$ cat config.mk
export PLATFORM = sky130hd
export DESIGN_NAME = intlv_bank_scheduler
export DESIGN_NICKNAME = d
export VERILOG_FILES = /design/src/rtl/intlv_bank_scheduler.sv
export SDC_FILE = /design/constraint.sdc
export NUM_CORES = 1
export LEC_CHECK = 0
export BUFFER_PORTS_ARGS = -buffer_cell sky130_fd_sc_hd__buf_2
export CAP_MARGIN = 10
export CORE_UTILIZATION = 53
export CTS_BUF_LIST = sky130_fd_sc_hd__clkbuf_4 sky130_fd_sc_hd__clkbuf_8 sky130_fd_sc_hd__clkbuf_16
export DETAILED_ROUTE_END_ITERATION = 7
export PLACE_DENSITY_LB_ADDON = 0.1
export SYNTH_ARGS = -nofsm -noshare
export SYNTH_HDL_FRONTEND = slang
export SYNTH_SLANG_ARGS = --single-unit
$ cat constraint.sdc
create_clock -name clk -period 2.94 [get_ports clk]
set_input_delay 0.294 -clock clk [delete_from_list [all_inputs] [get_ports clk]]
set_output_delay 0.294 -clock clk [all_outputs]
set_load 0.01 [all_outputs]
$ cat src/rtl/intlv_bank_scheduler.sv
// ---------------------------------------------------------------------------
// intlv_bank_scheduler
// Ping-pong scheduler for the interleaver's two block RAM banks.
// The writer claims a free bank for each incoming CRC block and produces
// linear write addresses. The reader drains full banks in arrival order and
// produces a linear read index for the QPP address generator. Both sides run
// at the same time on opposite banks.
//
// Ports
//   clk        clock, all state on rising edge
//   reset      asynchronous, active-high reset
//   blk_start  request to start a new block (1-cycle pulse)
//   blk_size   sampled with blk_start: 0=K_SMALL, 1=K_LARGE
//   in_valid   input sample present
//   in_end     with in_valid: this sample ends the block early
//   in_ready   writer owns a bank; samples accepted only when high
//   wr_en      RAM write strobe (in_valid & in_ready)
//   wr_bank    bank being written
//   wr_addr    linear write address within wr_bank
//   rd_valid   read index valid
//   rd_ready   downstream accepts the current index
//   rd_bank    bank being drained
//   rd_idx     linear read index 0..rd_k-1
//   rd_k       recorded length of the bank being drained
//   rd_last    final index of the bank
//   blk_done   pulse the cycle after a bank's final read transfer
//   drop       pulse the cycle after a rejected blk_start
//   drop_cnt   saturating rejected-start counter
//
// Build option: define INTLV_SCHED_ERRCNT_EN to implement drop_cnt;
// otherwise drop_cnt is constant zero.
// ---------------------------------------------------------------------------
module intlv_bank_scheduler #(
  parameter int K_SMALL = 1056,
  parameter int K_LARGE = 6144,
  parameter int CNT_W   = 13
) (
  input  logic             clk,
  input  logic             reset,
  input  logic             blk_start,
  input  logic             blk_size,
  input  logic             in_valid,
  input  logic             in_end,
  output logic             in_ready,
  output logic             wr_en,
  output logic             wr_bank,
  output logic [CNT_W-1:0] wr_addr,
  output logic             rd_valid,
  input  logic             rd_ready,
  output logic             rd_bank,
  output logic [CNT_W-1:0] rd_idx,
  output logic [CNT_W-1:0] rd_k,
  output logic             rd_last,
  output logic             blk_done,
  output logic             drop,
  output logic [7:0]       drop_cnt
);

  typedef enum logic [1:0] {B_EMPTY, B_FILL, B_FULL, B_DRAIN} bank_state_t;
  typedef enum logic {W_IDLE, W_FILL} wr_state_t;
  typedef enum logic {R_IDLE, R_DRAIN} rd_state_t;

  localparam logic [CNT_W-1:0] K_SMALL_C = CNT_W'(K_SMALL);
  localparam logic [CNT_W-1:0] K_LARGE_C = CNT_W'(K_LARGE);
  localparam logic [CNT_W-1:0] CNT_ONE   = {{(CNT_W-1){1'b0}}, 1'b1};

  bank_state_t      bank_state [2];
  logic [CNT_W-1:0] bank_len   [2];

  wr_state_t        wr_state_reg;
  rd_state_t        rd_state_reg;
  logic             wr_ptr_reg;
  logic             rd_ptr_reg;
  logic [CNT_W-1:0] wr_addr_reg;
  logic [CNT_W-1:0] rd_idx_reg;
  logic             blk_done_reg;
  logic             drop_reg;

  logic start_ok;
  logic wr_done;
  logic rd_start;
  logic rd_xfer;
  logic rd_finish;

  // A start is only taken when the writer is idle and the next bank in
  // rotation has been fully released by the reader at an earlier edge.
  assign start_ok  = blk_start && (wr_state_reg == W_IDLE) &&
                     (bank_state[wr_ptr_reg] == B_EMPTY);
  assign in_ready  = (wr_state_reg == W_FILL);
  assign wr_en     = in_valid && in_ready;
  assign wr_done   = wr_en && ((wr_addr_reg == bank_len[wr_ptr_reg] - CNT_ONE) || in_end);

  assign rd_start  = (rd_state_reg == R_IDLE) && (bank_state[rd_ptr_reg] == B_FULL);
  assign rd_valid  = (rd_state_reg == R_DRAIN);
  assign rd_last   = rd_valid && (rd_idx_reg == bank_len[rd_ptr_reg] - CNT_ONE);
  assign rd_xfer   = rd_valid && rd_ready;
  assign rd_finish = rd_xfer && rd_last;

  assign wr_bank   = wr_ptr_reg;
  assign wr_addr   = wr_addr_reg;
  assign rd_bank   = rd_ptr_reg;
  assign rd_idx    = rd_idx_reg;
  assign rd_k      = rd_valid ? bank_len[rd_ptr_reg] : '0;
  assign blk_done  = blk_done_reg;
  assign drop      = drop_reg;

  // Per-bank state. The four transitions require four different current
  // states, so writer and reader can never update the same bank together.
  for (genvar gi = 0; gi < 2; gi++) begin : g_bank
    bank_state_t      state_reg;
    logic [CNT_W-1:0] len_reg;

    always_ff @(posedge clk or posedge reset) begin
      if (reset) begin
        state_reg <= B_EMPTY;
        len_reg   <= '0;
      end else if (start_ok && (wr_ptr_reg == 1'(gi))) begin
        state_reg <= B_FILL;
        len_reg   <= blk_size ? K_LARGE_C : K_SMALL_C;
      end else if (wr_done && (wr_ptr_reg == 1'(gi))) begin
        state_reg <= B_FULL;
        len_reg   <= wr_addr_reg + CNT_ONE;   // records early-end length
      end else if (rd_start && (rd_ptr_reg == 1'(gi))) begin
        state_reg <= B_DRAIN;
      end else if (rd_finish && (rd_ptr_reg == 1'(gi))) begin
        state_reg <= B_EMPTY;
      end
    end

    assign bank_state[gi] = state_reg;
    assign bank_len[gi]   = len_reg;
  end

  // Writer FSM
  always_ff @(posedge clk or posedge reset) begin
    if (reset) begin
      wr_state_reg <= W_IDLE;
      wr_ptr_reg   <= 1'b0;
      wr_addr_reg  <= '0;
      drop_reg     <= 1'b0;
    end else begin
      drop_reg <= blk_start && !start_ok;
      case (wr_state_reg)
        W_IDLE: begin
          if (start_ok) begin
            wr_state_reg <= W_FILL;
            wr_addr_reg  <= '0;
          end
        end
        W_FILL: begin
          if (wr_en) begin
            wr_addr_reg <= wr_addr_reg + CNT_ONE;
            if (wr_done) begin
              wr_state_reg <= W_IDLE;
              wr_ptr_reg   <= ~wr_ptr_reg;
            end
          end
        end
        default: wr_state_reg <= W_IDLE;
      endcase
    end
  end

  // Reader FSM
  always_ff @(posedge clk or posedge reset) begin
    if (reset) begin
      rd_state_reg <= R_IDLE;
      rd_ptr_reg   <= 1'b0;
      rd_idx_reg   <= '0;
      blk_done_reg <= 1'b0;
    end else begin
      blk_done_reg <= rd_finish;
      case (rd_state_reg)
        R_IDLE: begin
          if (rd_start) begin
            rd_state_reg <= R_DRAIN;
            rd_idx_reg   <= '0;
          end
        end
        R_DRAIN: begin
          if (rd_xfer) begin
            if (rd_last) begin
              rd_state_reg <= R_IDLE;
              rd_ptr_reg   <= ~rd_ptr_reg;
              rd_idx_reg   <= '0;
            end else begin
              rd_idx_reg <= rd_idx_reg + CNT_ONE;
            end
          end
        end
        default: rd_state_reg <= R_IDLE;
      endcase
    end
  end

`ifdef INTLV_SCHED_ERRCNT_EN
  logic [7:0] drop_cnt_reg;

  // Counts in step with the drop pulse; sticks at 255.
  always_ff @(posedge clk or posedge reset) begin
    if (reset) begin
      drop_cnt_reg <= 8'd0;
    end else if (blk_start && !start_ok && (drop_cnt_reg != 8'hFF)) begin
      drop_cnt_reg <= drop_cnt_reg + 8'd1;
    end
  end

  assign drop_cnt = drop_cnt_reg;
`else
  assign drop_cnt = 8'd0;
`endif

endmodule
======== After elaboration in Yosys (flattened, before gate mapping) ========
Index checks and enable logic that the tools add are counted.
storage, ports and cells
  RAM bits ................................ 0
  input bits .............................. 7
  ROM bits ................................ 0
  bits in latches ......................... 0
  register bits after elaboration ......... 62
  memories kept ........................... 0
operators by class
  add/sub/neg operators ................... 4
  $mul .................................... 0
  divide/modulo/power cells ............... 0
  multiplexer cells ....................... 41
  shift operators ......................... 0
  reductions and logical operators ........ 28
  magnitude comparators ................... 2
  equal/unequal tests ..................... 7
  bitwise logic cells ..................... 6
operator list
  cell                                                 number
  2-to-1 mux 13 bit                                    17
  case mux 13 bit (2 select lines)                     2
  2-to-1 mux 2 bit                                     14
  adder 13 x 1 -> 13 bit (second input constant)       2
  equality test 13 bit                                 2
  subtractor 13 x 1 -> 13 bit (second input constant)  2
  logical AND 1 bit                                    17
  nonzero test 4 bit                                   2
  2-to-1 mux 1 bit                                     6
  != test 2 bit (second input constant)                3
  AND reduction 3 bit                                  2
  >= comparator 2 bit (second input constant)          2
  inverter 1 bit                                       4
  inverter 1 -> 2 bit                                  2
  case mux 1 bit (2 select lines)                      2
  AND reduction 2 bit                                  2
  nonzero test 2 bit                                   2
  equality test 2 bit (second input constant)          1
  zero test 2 bit                                      1
  != test 2 x 1 -> 1 bit (second input constant)       1
  zero test 1 bit                                      1
  logical OR 1 bit                                     1

======== Longest topological paths before layout ========
  depth after elaboration ................. 13
  gate-level depth with buffers ........... 15
  depth with buffers taken out ............ 10

======== Worst setup path before layout ========
Ideal clock, no wire load.
  path kind ............................... register to register
  start ................................... reg rd_ptr_reg, in the netlist rd_bank
  end ..................................... reg rd_idx_reg[5], in the netlist rd_idx[5]
  period minus slack after synthesis ...... 3.094 ns
  arrival ................................. 2.975 ns
  cell stages (with the launch flop) ...... 15
  setup slack ............................. -0.154 ns
  path through ............................ dfrtp_1 -> buf_6 -> buf_12 -> buf_6 -> buf_2 -> mux2i_1 -> ha_1 -> o211ai_1 -> xnor2_1 -> o32a_1 -> o32a_2 -> o31ai_4 -> buf_6 -> o21bai_1 -> a21o_1
between the ends
  longest elaborated chain between the ends .. 10
  elaborated cells between the ends (all ways) .. 17
  those cells by class .................... add/sub: 1; eq/ne: 3; mux: 9; bitwise: 1; reduce/logical: 3
ends and longest elaborated chain
  element                                               line    RTL
  start: declaration                                    73      logic rd_ptr_reg;
  start signal: assignment                              184     rd_ptr_reg <= ~rd_ptr_reg;
  inverter 1 -> 2 bit (implied by the code) (*)         93, 95
  2-to-1 mux 13 bit (implied by the code) (3 in a row)  95      assign rd_last = rd_valid && (rd_idx_reg == bank_len[rd_ptr_reg] - CNT_ONE);
  subtractor 13 x 1 -> 13 bit                           95
  equality test 13 bit                                  95
  logical AND 1 bit                                     95
  2-to-1 mux 13 bit                                     182     if (rd_last) begin
  2-to-1 mux 13 bit                                     181     if (rd_xfer) begin
  case mux 13 bit (2 select lines)                      173     case (rd_state_reg)
  end signal: assignment                                187     rd_idx_reg <= rd_idx_reg + CNT_ONE;
  end: declaration                                      75      logic [CNT_W-1:0] rd_idx_reg;
Mark *: on every way between the ends. The rest lies on a longest branch, timed or not. The select of a mux whose other input is x is not followed.
A chain may end at the register's enable or synchronous reset.

======== Worst setup path in the final report ========
  start ................................... reg rd_ptr_reg, in the netlist rd_bank
  end ..................................... reg rd_idx_reg[12], in the netlist rd_idx[12]
Same word-level chain as after synthesis.

==> run metrics <==
status=complete, but fails checks; failing checks=DRC; cts bufs inserted=9; Initial Util=0.543; Min-Delay Path Class=in2async; Max FO, Critical Path=32; Routed WL per cell=16.7 um; RSZ-0062 raised after global routing=true; most common cell in the netlist=dfrtp_1; post-synth cell types=61; footprint of the multi-input gates=2670 um^2; hpwl dp=8430 um; M1 WL=5190 um; area grow syn2layout=15.3%; Syn Area/Cell=8.93 um^2; R2R setup slack=0.07 ns; Hold Violations, Final=0; CP max stage cell=dfrtp_2; Reg clk slew, reported paths=0.08 ns; Setup-failing EPs final=0; IO Pins=62; Setup crit start kind=flop; dpl cells=650; Final Util=0.626; drt pass-1 iters=7; PwrDens=865 nW/um^2; Worst slew margin=0.557; Tmin final=2.87 ns; LEAKAGE=2.50 nW; number of synthesized flops with an enable pin=0; metal2 WL=5280 um; Synth Warn #=0; gr usage total=0.272; ratio of cells with drive above 1 in the final layout=0.231; clock root buffer=clkbuf_8; DRT antenna net count=0; kind of critical path=reg2reg; WP data required=3.23 ns; DRT iter0 DRCs=202; routed wire length=11200 um; largest net degree at the start of global routing=33; # H-tree levels=3; die width=93.5 um; most frequent cells after synthesis=dfrtp_1 (62), nand2_1 (55), mux2i_1 (42); max cap viols=0; post-synthesis sequential area ratio=0.350; Worst R2R Path Depth=11; first-pass GRT wire length=18300 um; highest routed layer=met4; CTS tree=yes; type of element capturing the critical path=flop; area of the mapped netlist=4440 um^2; total number of vias=3877; RR Startpoint=rd_bank$_DFFE_PP0P_; Slew Viols, Final=0; # nets final=572; total grt overflow=0; ys async rst share=1.00; Routability Congestion=0.953; Final Non-Filler Cells=671; Primary FF master, synth=dfrtp_1; Core Rows=33; synth top area cells=dfrtp_1 (35%), mux2i_1 (9.5%), xnor2_1 (6.7%); Fillers=724; clk buf depth=2; fin crit share=0.975; worst skew pair latency=0.35 ns; clock skew=0.0106 ns; Die Height=93.5 um; max incr delay on CP=0.46 ns; diodes inserted=0; fmax=0.349 GHz; vias in the first global route=3702; critical path cell sequence=buf_12 -> nor3_2 -> a32oi_1 -> or3_1 -> and3b_1 -> o211ai_1 -> buf_4 -> buf_4 -> nor3_2 -> nor2b_2 -> a221o_1; PortBufs=53; Worst EP arrival=3.16 ns; #FFs+latches synth=62; clock net sink count=62; max reg flops=26; Worst Max-Slew Pin Slew=0.664 ns; die footprint=8740 um^2; vias per cell=5.78; total core area=8180 um^2; FF/Latch Area=1550 um^2; Synth Instances=497; Synth top area share=0.350; reg-to-reg endpoint=rd_idx[12]$_DFFE_PP0P_; # DRC=2; initial antenna violation count=0; maximum vdd ir drop=0.354 mV; top cell type by total area after synthesis=dfrtp_1; WL met3=563 um
-- placed cells by master (no fill, tap or decap), drive strengths merged, types with 20 or more instances in the layout --
| master | n |
|---|---|
| buf | 79 |
| dfrtp | 62 |
| nand2 | 55 |
| mux2i | 42 |
| nor2 | 39 |
| xnor2 | 34 |
| o21ai | 30 |
| nand3 | 24 |
| nor3 | 24 |
| xor2 | 20 |
| inv | 20 |
-- how the worst max path moves through the flow --
stage	slack (ns)	from	end	cells past startpoint
floorplan	-0.006	rd_bank$_DFFE_PP0P_	rd_idx[5]$_DFFE_PP0P_	14
detailed placement	-0.003	rd_bank$_DFFE_PP0P_	rd_idx[5]$_DFFE_PP0P_	11
CTS	-0.02	rd_bank$_DFFE_PP0P_	rd_last	8
global placement	0.06	rd_bank$_DFFE_PP0P_	rd_idx[5]$_DFFE_PP0P_	11
finish	0.07	rd_bank$_DFFE_PP0P_	rd_idx[12]$_DFFE_PP0P_	11
global route	-0.08	rd_bank$_DFFE_PP0P_	rd_last	8
-- timing repair --
item,in CTS,in global routing
hold buffers,0,0
buffers inserted,2,3
pin swaps,1,3
resized for setup,3,13
setup endpoints to repair,4,35
-- routing by layer --
layer / GRT usage / vias to the layer above
met3: 0.0463 / 15
li1: - / 1878
met2: 0.442 / 120
met4: 0.0987 / 0
met5: 0 / -
met1: 0.364 / 1864
-- cell type report --
cell class,count,area share
multi-input cells,388,0.523
well taps,105,0.0257
clock buffers,9,0.0242
flip-flops and latches,62,0.304
repair buffers,79,0.0956
clock inverters,7,0.0127
inverters,21,0.0154
-- per-stage QoR --
step / area, um^2 / setup slack (ns) / TNS, ns / hold WS (ns) / total power, mW
after floorplan: 4500 / -0.00580 / -0.0116 / 0.423 / 3.03
after global placement: 4810 / 0.0580 / 0 / 0.415 / 3.56
after detailed placement: 4810 / -0.00314 / -0.00413 / 0.427 / 3.61
after CTS: 5030 / -0.0159 / -0.0159 / 0.0477 / 4.37
after global routing: 5110 / -0.0795 / -0.441 / 0.0933 / 4.77
final: 5110 / 0.0733 / 0 / 0.0246 / 4.43
-- critical path, delay by kind of cell, from the launching register on --
| kind | cells | cell delay [ns] |
|---|---|---|
| and+or+nand+nor | 5 | 1.16 |
| AOI/OAI and AO/OA | 3 | 0.71 |
| buffers and inverters | 3 | 0.48 |
| DFF | 1 | 0.46 |
-- power breakdown --
part | switching (mW) | internal (mW)
combinational | 1.27 | 1.09
sequential | 0.312 | 1.03
clock | 0.349 | 0.385
-- logic make-up (layout without fill, tap and decap cells) --
logic type / after synthesis / after routing / synth area share
DFF: 62 / 62 / 0.350
muxes: 43 / 43 / 0.0973
adders and majority gates: 4 / 4 / 0.0113
other: 1 / 8 / 0.000845
and+or+nand+nor: 191 / 191 / 0.216
buffers and inverters: 54 / 116 / 0.0750
xor gates and xnor gates: 54 / 54 / 0.107
AOI/OAI and AO/OA: 88 / 88 / 0.143
Note: power is estimated with default switching activity, not from simulation.
